## src/rtl/lfsr_seed_sequencer_if.sv

```systemverilog
// ---------------------------------------------------------------------------
// lfsr_seed_sequencer_if
// Frame bundle between the seed sequencer and the downstream LFSR stage.
//   seed_out    : frame seed (RW bits)
//   probability : probability snapshot for the frame (CW bits)
//   count       : wrapping frame counter (CW bits)
//   seed_valid  : bundle is valid
//   seed_ready  : consumer accepts the bundle
// master = sequencer side, slave = consumer side.
// ---------------------------------------------------------------------------
`ifndef RNDSIZE
`define RNDSIZE 16
`endif

interface lfsr_seed_sequencer_if #(
  parameter int RW = `RNDSIZE,
  parameter int CW = 4
);
  logic [RW-1:0] seed_out;
  logic [CW-1:0] probability;
  logic [CW-1:0] count;
  logic          seed_valid;
  logic          seed_ready;

  modport master (
    output seed_out, probability, count, seed_valid,
    input  seed_ready
  );

  modport slave (
    input  seed_out, probability, count, seed_valid,
    output seed_ready
  );
endinterface

```

## src/rtl/lfsr_seed_sequencer.sv

```systemverilog
// ---------------------------------------------------------------------------
// lfsr_seed_sequencer
// Per-frame seed source for the combinational segment-probability LFSR stage.
// On req it advances the `RNDSIZE-bit LFSR by STEPS shifts (one per cycle),
// then presents {seed_out, probability, count} on a valid/ready bundle.
//
// Ports:
//   clk, rst    : clock, asynchronous active-high reset
//   init_seed   : seed loaded by init_load
//   init_load   : load LFSR, force IDLE (overrides everything else)
//   prob_in     : new probability code, written on prob_we
//   prob_we     : probability register write strobe (any state)
//   req         : start a frame (sampled only in IDLE)
//   busy        : high in STEP or VALID
//   bus         : master side of lfsr_seed_sequencer_if
//
// Configuration macro:
//   LFSR_SEED_LOCKUP_GUARD_EN - when defined, any load or shift that would
//   leave the LFSR all-zero writes 1 instead.
// ---------------------------------------------------------------------------
`ifndef RNDSIZE
`define RNDSIZE 16
`endif

module lfsr_seed_sequencer #(
  parameter int                     STEPS        = 16,
  parameter int                     COUNTERSIZE  = 4,
  parameter logic [COUNTERSIZE-1:0] PROB_DEFAULT = 4'b0011
) (
  input  logic                   clk,
  input  logic                   rst,
  input  logic [`RNDSIZE-1:0]    init_seed,
  input  logic                   init_load,
  input  logic [COUNTERSIZE-1:0] prob_in,
  input  logic                   prob_we,
  input  logic                   req,
  output logic                   busy,
  lfsr_seed_sequencer_if.master  bus
);

  localparam int         RW      = `RNDSIZE;
  localparam logic [7:0] STEPS_L = 8'(STEPS);

  typedef enum logic [1:0] {
    S_IDLE,
    S_STEP,
    S_VALID
  } state_t;

  state_t                 state_q, state_d;
  logic [RW-1:0]          lfsr_q, lfsr_d;
  logic [7:0]             steps_left_q, steps_left_d;
  logic [RW-1:0]          seed_q, seed_d;
  logic [COUNTERSIZE-1:0] prob_reg_q, prob_reg_d;
  logic [COUNTERSIZE-1:0] prob_out_q, prob_out_d;
  logic [COUNTERSIZE-1:0] count_q, count_d;
  logic [RW-1:0]          lfsr_shifted;

  // Same polynomial as the downstream stage.
  function automatic logic [RW-1:0] lfsr_next(input logic [RW-1:0] s);
    logic fb;
    fb = s[RW-1] ^ s[3] ^ s[2] ^ s[0];
    return {s[RW-2:0], fb};
  endfunction

  // Applied to every value written into the LFSR state.
  function automatic logic [RW-1:0] lockup_fix(input logic [RW-1:0] s);
`ifdef LFSR_SEED_LOCKUP_GUARD_EN
    return (s == '0) ? RW'(1) : s;
`else
    return s;
`endif
  endfunction

  assign lfsr_shifted = lockup_fix(lfsr_next(lfsr_q));

  always_comb begin
    // NOTE: every next-state signal gets its hold value first so no path
    // through the case/if tree leaves it unassigned (no latches).
    state_d      = state_q;
    lfsr_d       = lfsr_q;
    steps_left_d = steps_left_q;
    seed_d       = seed_q;
    prob_out_d   = prob_out_q;
    count_d      = count_q;
    prob_reg_d   = prob_we ? prob_in : prob_reg_q;

    if (init_load) begin
      // Abort: reload and drop back to IDLE; seed_out and count are kept.
      lfsr_d  = lockup_fix(init_seed);
      state_d = S_IDLE;
    end else begin
      unique case (state_q)
        S_IDLE: begin
          if (req) begin
            state_d      = S_STEP;
            steps_left_d = STEPS_L;
          end
        end
        S_STEP: begin
          lfsr_d       = lfsr_shifted;
          steps_left_d = steps_left_q - 8'd1;
          if (steps_left_q == 8'd1) begin
            state_d    = S_VALID;
            seed_d     = lfsr_shifted;
            // Snapshot taken here keeps probability stable through VALID
            // even if prob_we fires during backpressure.
            prob_out_d = prob_reg_q;
          end
        end
        S_VALID: begin
          if (bus.seed_ready) begin
            count_d = count_q + COUNTERSIZE'(1);
            state_d = S_IDLE;
          end
        end
        default: state_d = S_IDLE;
      endcase
    end
  end

  // NOTE: state registers use non-blocking assignments so every flop samples
  // the pre-edge values regardless of process ordering.
  always_ff @(posedge clk or posedge rst) begin
    if (rst) begin
      state_q      <= S_IDLE;
      lfsr_q       <= RW'(1);
      steps_left_q <= '0;
      seed_q       <= '0;
      prob_reg_q   <= PROB_DEFAULT;
      prob_out_q   <= PROB_DEFAULT;
      count_q      <= '0;
    end else begin
      state_q      <= state_d;
      lfsr_q       <= lfsr_d;
      steps_left_q <= steps_left_d;
      seed_q       <= seed_d;
      prob_reg_q   <= prob_reg_d;
      prob_out_q   <= prob_out_d;
      count_q      <= count_d;
    end
  end

  assign busy            = (state_q != S_IDLE);
  assign bus.seed_valid  = (state_q == S_VALID);
  assign bus.seed_out    = seed_q;
  assign bus.probability = prob_out_q;
  assign bus.count       = count_q;

endmodule

```

## src/flat_wrapper.sv

```systemverilog
// flat-port wrapper written by rule: the top's interface ports become plain ports
module lfsr_seed_sequencer_flat 
#(
  parameter int                     STEPS        = 16,
  parameter int                     COUNTERSIZE  = 4,
  parameter logic [COUNTERSIZE-1:0] PROB_DEFAULT = 4'b0011
)
  (clk, rst, init_seed, init_load, prob_in, prob_we, req, busy, bus_seed_out, bus_probability, bus_count, bus_seed_valid, bus_seed_ready);
  lfsr_seed_sequencer_if bus_i ();
  input  logic clk;
  input  logic rst;
  input  logic [`RNDSIZE-1:0] init_seed;
  input  logic init_load;
  input  logic [COUNTERSIZE-1:0] prob_in;
  input  logic prob_we;
  input  logic req;
  output logic busy;
  output wire logic [$bits(bus_i.seed_out)-1:0] bus_seed_out;
  output wire logic [$bits(bus_i.probability)-1:0] bus_probability;
  output wire logic [$bits(bus_i.count)-1:0] bus_count;
  output wire logic [$bits(bus_i.seed_valid)-1:0] bus_seed_valid;
  input wire logic [$bits(bus_i.seed_ready)-1:0] bus_seed_ready;
  assign bus_seed_out = bus_i.seed_out;
  assign bus_probability = bus_i.probability;
  assign bus_count = bus_i.count;
  assign bus_seed_valid = bus_i.seed_valid;
  assign bus_i.seed_ready = bus_seed_ready;
  lfsr_seed_sequencer #(.STEPS(STEPS), .COUNTERSIZE(COUNTERSIZE), .PROB_DEFAULT(PROB_DEFAULT)) u_core (.clk(clk), .rst(rst), .init_seed(init_seed), .init_load(init_load), .prob_in(prob_in), .prob_we(prob_we), .req(req), .busy(busy), .bus(bus_i));
endmodule
```

## config.mk

```make
export PLATFORM = sky130hd
export DESIGN_NAME = lfsr_seed_sequencer_flat
export DESIGN_NICKNAME = d
export VERILOG_FILES = /design/src/rtl/lfsr_seed_sequencer_if.sv /design/src/rtl/lfsr_seed_sequencer.sv /design/src/flat_wrapper.sv
export SDC_FILE = /design/constraint.sdc
export NUM_CORES = 1
export LEC_CHECK = 0
export CAP_MARGIN = 40
export CORE_AREA = 3 3 72 74
export DETAILED_ROUTE_END_ITERATION = 16
export DIE_AREA = 0 0 75 77
export PLACE_DENSITY = 0.86
export SLEW_MARGIN = 20
export SYNTH_ARGS = -nofsm -noshare
export SYNTH_HDL_FRONTEND = slang
export SYNTH_SLANG_ARGS = --single-unit
```

## constraint.sdc

```tcl
create_clock -name clk -period 5.1 [get_ports clk]
set_input_delay 1.02 -clock clk [delete_from_list [all_inputs] [get_ports clk]]
set_output_delay 1.02 -clock clk [all_outputs]
set_load 0.02 [all_outputs]
```

=== Word-level counts from Yosys, hierarchy flattened ===
Cells that the tools add are included.

* Register bits after elaboration: 54
* Input bits: 26
* Output and inout bits: 26
* Word-level logic and storage cells: 37

* $add $sub $neg: 2
* Eq/ne operators: 7
* Multiplexer cells: 9
* Bitwise gates (word level): 4
* Reduce and logical (&&, ||, !) cells: 8

{| class="wikitable"
|+ Operators by type and width
! kind !! number
|-
| 16-bit 2-to-1 mux || 2
|-
| 8-bit case mux with 2 select lines || 1
|-
| 3-bit AND reduction || 4
|-
| 8-bit by 1-bit == test with 1-bit output (second input constant) || 1
|-
| 2-bit 2-to-1 mux || 4
|-
| 8-bit 2-to-1 mux || 1
|-
| 8-bit by 1-bit subtractor with 8-bit output (second input constant) || 1
|-
| 3-bit by 2-bit inequality test with 1-bit output (second input constant) || 2
|-
| 2-bit case mux with 3 select lines || 1
|-
| 2-bit nonzero test || 3
|-
| 4-bit by 1-bit adder with 4-bit output (second input constant) || 1
|-
| 3-bit inequality test (second input constant) || 1
|-
| 1-bit bitwise XOR || 3
|-
| 2-bit by 1-bit == test with 1-bit output (second input constant) || 1
|-
| 2-bit == test (second input constant) || 1
|-
| 2-bit logical NOT || 1
|-
| 2-bit inequality test (second input constant) || 1
|-
| 1-bit NOT || 1
|}

=== Longest topological paths before layout ===
* Depth after elaboration: 5
* Gate-level depth with buffers: 6
* Mapped depth without buffers: 5

=== Least setup slack after synthesis ===
OpenSTA, ideal clock, no wires.

* Path type: input to register
* Start point: input init_load
* End point: register u_core.count_q[1] (netlist: u_core.bus.count[1])
* Setup time: 125 ps
* Data arrival time: 1961 ps
* Required time: 4975 ps
* Path slack: 3014 ps
* Stages on the path: 3
* Buffers on the path: 1
* Path through: clkbuf_1 -> nor3b_1 -> mux2_2

* Cells in the longest elaborated chain, start to end: 2

{| class="wikitable"
|+ RTL lines
! item !! RTL line !! text
|-
| from (decl) || flat_wrapper.sv:13 || <nowiki>input logic init_load;</nowiki>
|-
| 1-bit NOT (no line) || -- ||
|-
| 3-bit AND reduction (no line) || -- ||
|-
| to (signal assigned) || lfsr_seed_sequencer.sv:140 || <nowiki>count_q <= count_d;</nowiki>
|-
| to (decl) || lfsr_seed_sequencer.sv:56 || <nowiki>logic [COUNTERSIZE-1:0] count_q, count_d;</nowiki>
|}

No other way between the ends.
A chain may end at the register's enable or synchronous reset.

=== Worst setup path after layout ===
* Start point: input init_load
* End point: register u_core.prob_out_q[3] (netlist: u_core.bus.probability[3])

* Cells in the longest elaborated chain, start to end: 2

{| class="wikitable"
|+ RTL lines
! item !! RTL line !! text
|-
| 1-bit NOT (no line) || -- ||
|-
| 3-bit AND reduction (no line) || -- ||
|-
| to (signal assigned) || lfsr_seed_sequencer.sv:139 || <nowiki>prob_out_q <= prob_out_d;</nowiki>
|-
| to (decl) || lfsr_seed_sequencer.sv:55 || <nowiki>logic [COUNTERSIZE-1:0] prob_out_q, prob_out_d;</nowiki>
|}

No other way between the ends.

==> results.md <==
- The delay of the slowest cell on the worst path is around 0.74 ns.
- Setup violations remaining at the end of the flow were counted as 0.
- The number of antenna violations at the first check in global routing came to 0.
- The slew at the pin closest to its max-slew limit is 0.777 ns.
- The die covers roughly 5800 um^2.
- The detailed-routing iteration count for the pre-antenna-repair pass is 4.
- The detailed-route via count is 1575.
- The maximum number of pins on one net before global-route repair is 55.
- Leaving out fill and tap cells, the most frequent cells in the layout are clkdlybuf4s50_1 (51), dfrtp_1 (49), nand2_1 (22).
- For flop-to-flop paths, the worst setup slack is 2.46 ns.
- The smallest hold slack is 0.485 ns.
- Once the clock tree was built, the setup fixing pass inserted 0 buffers.
- The worst reg2reg path startpoint is u_core.steps_left_q[2].
- The register area is about 1400 um^2.
- The worst slew margin relative to its limit is around 48%.
- The first element of the critical path is init_load.
- The hold path depth is 1.
- The initial utilization of the core area, before any placement, comes to roughly 53%.
- The worst hold path belongs to the class reg -> reg.
- The critical path goes through clkdlybuf4s50_1, buf_4, nand3b_2, mux2_4.
- The hold violation count in the final report came to 0.
- The number of buffers added on ports is 51.
- The dominant cell type by area after synthesis is dfrtp_1.
- Using the TritonRoute via totals, the vias-per-cell ratio works out to 5.18.
- The first-iteration detailed-routing DRC count is 69.
- In this run the mean area of a mapped cell was 12.5 um^2.
- The highest clock frequency the design can meet is 365 MHz.
- The flow ran to the end, and the final reports show no timing, DRC or antenna violations.
- By area the synthesized netlist is led by dfrtp_1 (49%), mux2_4 (12%), mux2i_1 (6.5%), dfstp_2 (5.3%), o21ai_0 (3.6%).
- The horizontal die dimension is around 75 um.
- The longest clock path from root to sink contains 2 buffers.
- Summing every instance area after synthesis gives about 2500 um^2.
- The total cell area at the placement stage is 3020 um^2.
- After clock tree synthesis, the clock-pin slew on the worst setup and hold paths is 0.09 ns.
- The initialized floorplan defines 25 standard-cell rows.
- Across the run, the number of max-cap violations was 0.
- Counting buffers and inverters, the worst setup path is 4 cells deep.
- The post-cts resize count is 0.
- The library cell used most frequently in the layout, excluding fill and tap cells, is clkdlybuf4s50_1.
- The finished cells cover 3100 um^2.
- The cell sitting at the root of the clock tree is a clkbuf_8.
- For the worst setup path, the data required time is 5.29 ns.
- Summed over its instances, the top area cell type makes up slightly below 50% of the synthesized netlist area.
- TritonCTS built the clock tree.
- The routed wire length is 4460 um.
- The post-detailed-route count of antenna-violating nets is 0.
- The power per unit of standard cell area is 434 nW/um^2.
- The final number of max-transition violations was 0.
- Overall power consumption after layout is estimated at 1.35 mW.
- The kind of critical path is in -> reg.
- The startpoint of the tightest hold check path is u_core.bus.count[3].
- Dividing the detail-routed wire length by the instance count gives 14.7 um.
- Once routing completed, OpenROAD measured the worst setup slack at about 2.4 ns.
- OpenSTA, run right after detailed placement, puts the worst setup slack at 2.01 ns.
- The critical path startpoint category is an input port.
- The clock tree synthesis step divided the H-tree into 2 levels.
- The first global-routing pass estimated roughly 7800 um of wire.
- Of the cells placed in the final design, the portion with a size suffix greater than 1 is 18.0%.
- The final core utilization is roughly two thirds.
- The largest delay contributor family on the critical path is simple AND/OR/NAND/NOR gates.
- The placed wire-length estimate after detailed placement is 3160 um.
- The clock net in this run drives a total of 54 sinks.
- The final critical path takes up around 54% of the cycle.
- The endpoint class of the critical path is a flop.
- Of the synthesized area, sequential elements account for 54.8%.
- For the worst flop-to-flop path, the logic depth is 4.
- The congestion estimate from routability-driven global placement came to about 0.8.
- The netlist uses 31 different library cells.
- In this run the worst path has a maximum fanout of 39.
- After synthesis the netlist holds a flip-flop and latch count of 54.
- The die height is between 70 and 80 um.
- The number of nets in the final layout is 278.
- Subtracting the final worst setup slack from the clock period gives approximately 2.7 ns.
- The number of global-route vias before repair is 1698.
- The maximum VDD drop is 0.257 mV.
- The end point of the most critical hold path is u_core.bus.count[3].
- The top-level I/O count is 52.
- Summing all multi-input logic gate instances after layout gives 1050 um^2.
- The number of antenna repair diodes is 0.
- For this run, design rule violations remaining after detail routing come to 0.
- The post-layout instance count excluding filler cells is 304.
- The placed cell count is slightly below 300.
- Synthesis handed over a netlist of slightly below 200 instances.
- Between clock sinks in the finished design, the worst skew comes to 0.0104 ns.
- The total nets after synthesis is 227.
- The later pin in the worst-skew pair is clocked with a latency of 0.30 ns.
- The number of inserted filler cells in the final layout is 344.
- Setup repair after global routing left no endpoint under its margin.
- After global routing the overflow that remains totals 0.
- Clock tree synthesis inserted a total of 5 buffers.
- The combined global-route utilization of all metal layers is 17.4%.
- The arrival time of data at the critical path endpoint is 2.93 ns.
- The number of buffers and inverters on the critical path is 2.
- Buffers inserted to repair hold after CTS numbered 0.
- The area of the core is 4660 um^2.
- The end of the worst register-to-register path is u_core.bus.probability[3].
- From synthesis to final layout, the design area changed by 25.3%.
- The leakage power of the design is 1.44 nW.
- The total negative setup slack is 0 ns.
- During synthesis, Yosys emitted a total of 0 warnings.
- The cell at the slowest stage of the critical path is nand3b_2.
## final cells by class
cell class / instances / area share, %
Sequential cell: 54 / 43.7
Clock buffer: 7 / 2.46
Tap cell: 54 / 2.18
Multi-Input combinational cell: 130 / 33.9
Clock inverter: 1 / 0.242
Timing Repair Buffer: 53 / 16.9
Inverter: 5 / 0.605
## Yosys cell counts (all sizes together)
library cell   n
or3            2
clkbuf         6
nand2         22
nor4b          1
nand3b         1
o21ai         18
mux2i         16
nor2          11
buf            3
nand4b         1
nand3          3
nand4          3
xnor2          4
mux2          25
or2            2
a22oi          1
dfstp          5
nor3           2
dfrtp         49
ha             3
o41ai          1
nor2b          1
inv            5
xor2           7
or4            1
and3           2
nor3b          1
nand2b         2
## power by group
group / switching (mW) / leakage (nW) / internal [mW]
sequential: 0.0926 / 0.687 / 0.545
combinational: 0.206 / 0.715 / 0.272
clock: 0.133 / 0.0385 / 0.0975
total: 0.432 / 1.44 / 0.915
## registers in the layout, summed over array words and instances (netlist names)
| name | cells |
|---|---|
| u_core.bus.count | 4 |
| u_core.bus.probability | 4 |
| u_core.bus.seed_out | 16 |
| u_core.lfsr_q | 16 |
| u_core.prob_reg_q | 4 |
| u_core.state_q | 2 |
| u_core.steps_left_q | 8 |
## worst max-delay path by stage
stage                                     end  slack (ns)
global route           u_core.bus.seed_out[6]        2.25
CTS                    u_core.bus.seed_out[9]        2.33
floorplan                 u_core.bus.count[0]        2.77
detailed placement  u_core.bus.probability[3]        2.01
global placement      u_core.bus.seed_out[15]        2.07
finish              u_core.bus.probability[3]        2.36
## cells by family (layout without fill, tap and decap cells)
| group | Yosys count | in the layout | share of synthesized area, % |
|---|---|---|---|
| fa+ha+maj | 3 | 3 | 1.52 |
| buf+inv | 14 | 66 | 2.78 |
| mux | 41 | 41 | 20.9 |
| xor+xnor | 11 | 11 | 3.89 |
| simple gates | 55 | 55 | 11.9 |
| compound gates | 20 | 20 | 4.29 |
| flops | 54 | 54 | 54.8 |
## metal layers
layer  vias to the layer above  wire [um]  track usage, %
li1                        778          -               -
met1                       756       2040            23.9
met2                        36       2210            27.0
met3                         5        162            3.54
met4                         0         48            6.23
met5                         -          0               0
## worst register-to-register path: cells and delay by family, from the launching register on
kind,cells,cell delay (ns)
DFF,1,0.43
muxes,1,0.54
and+or+nand+nor,3,1.57
Note: power is estimated with default switching activity, not from simulation.
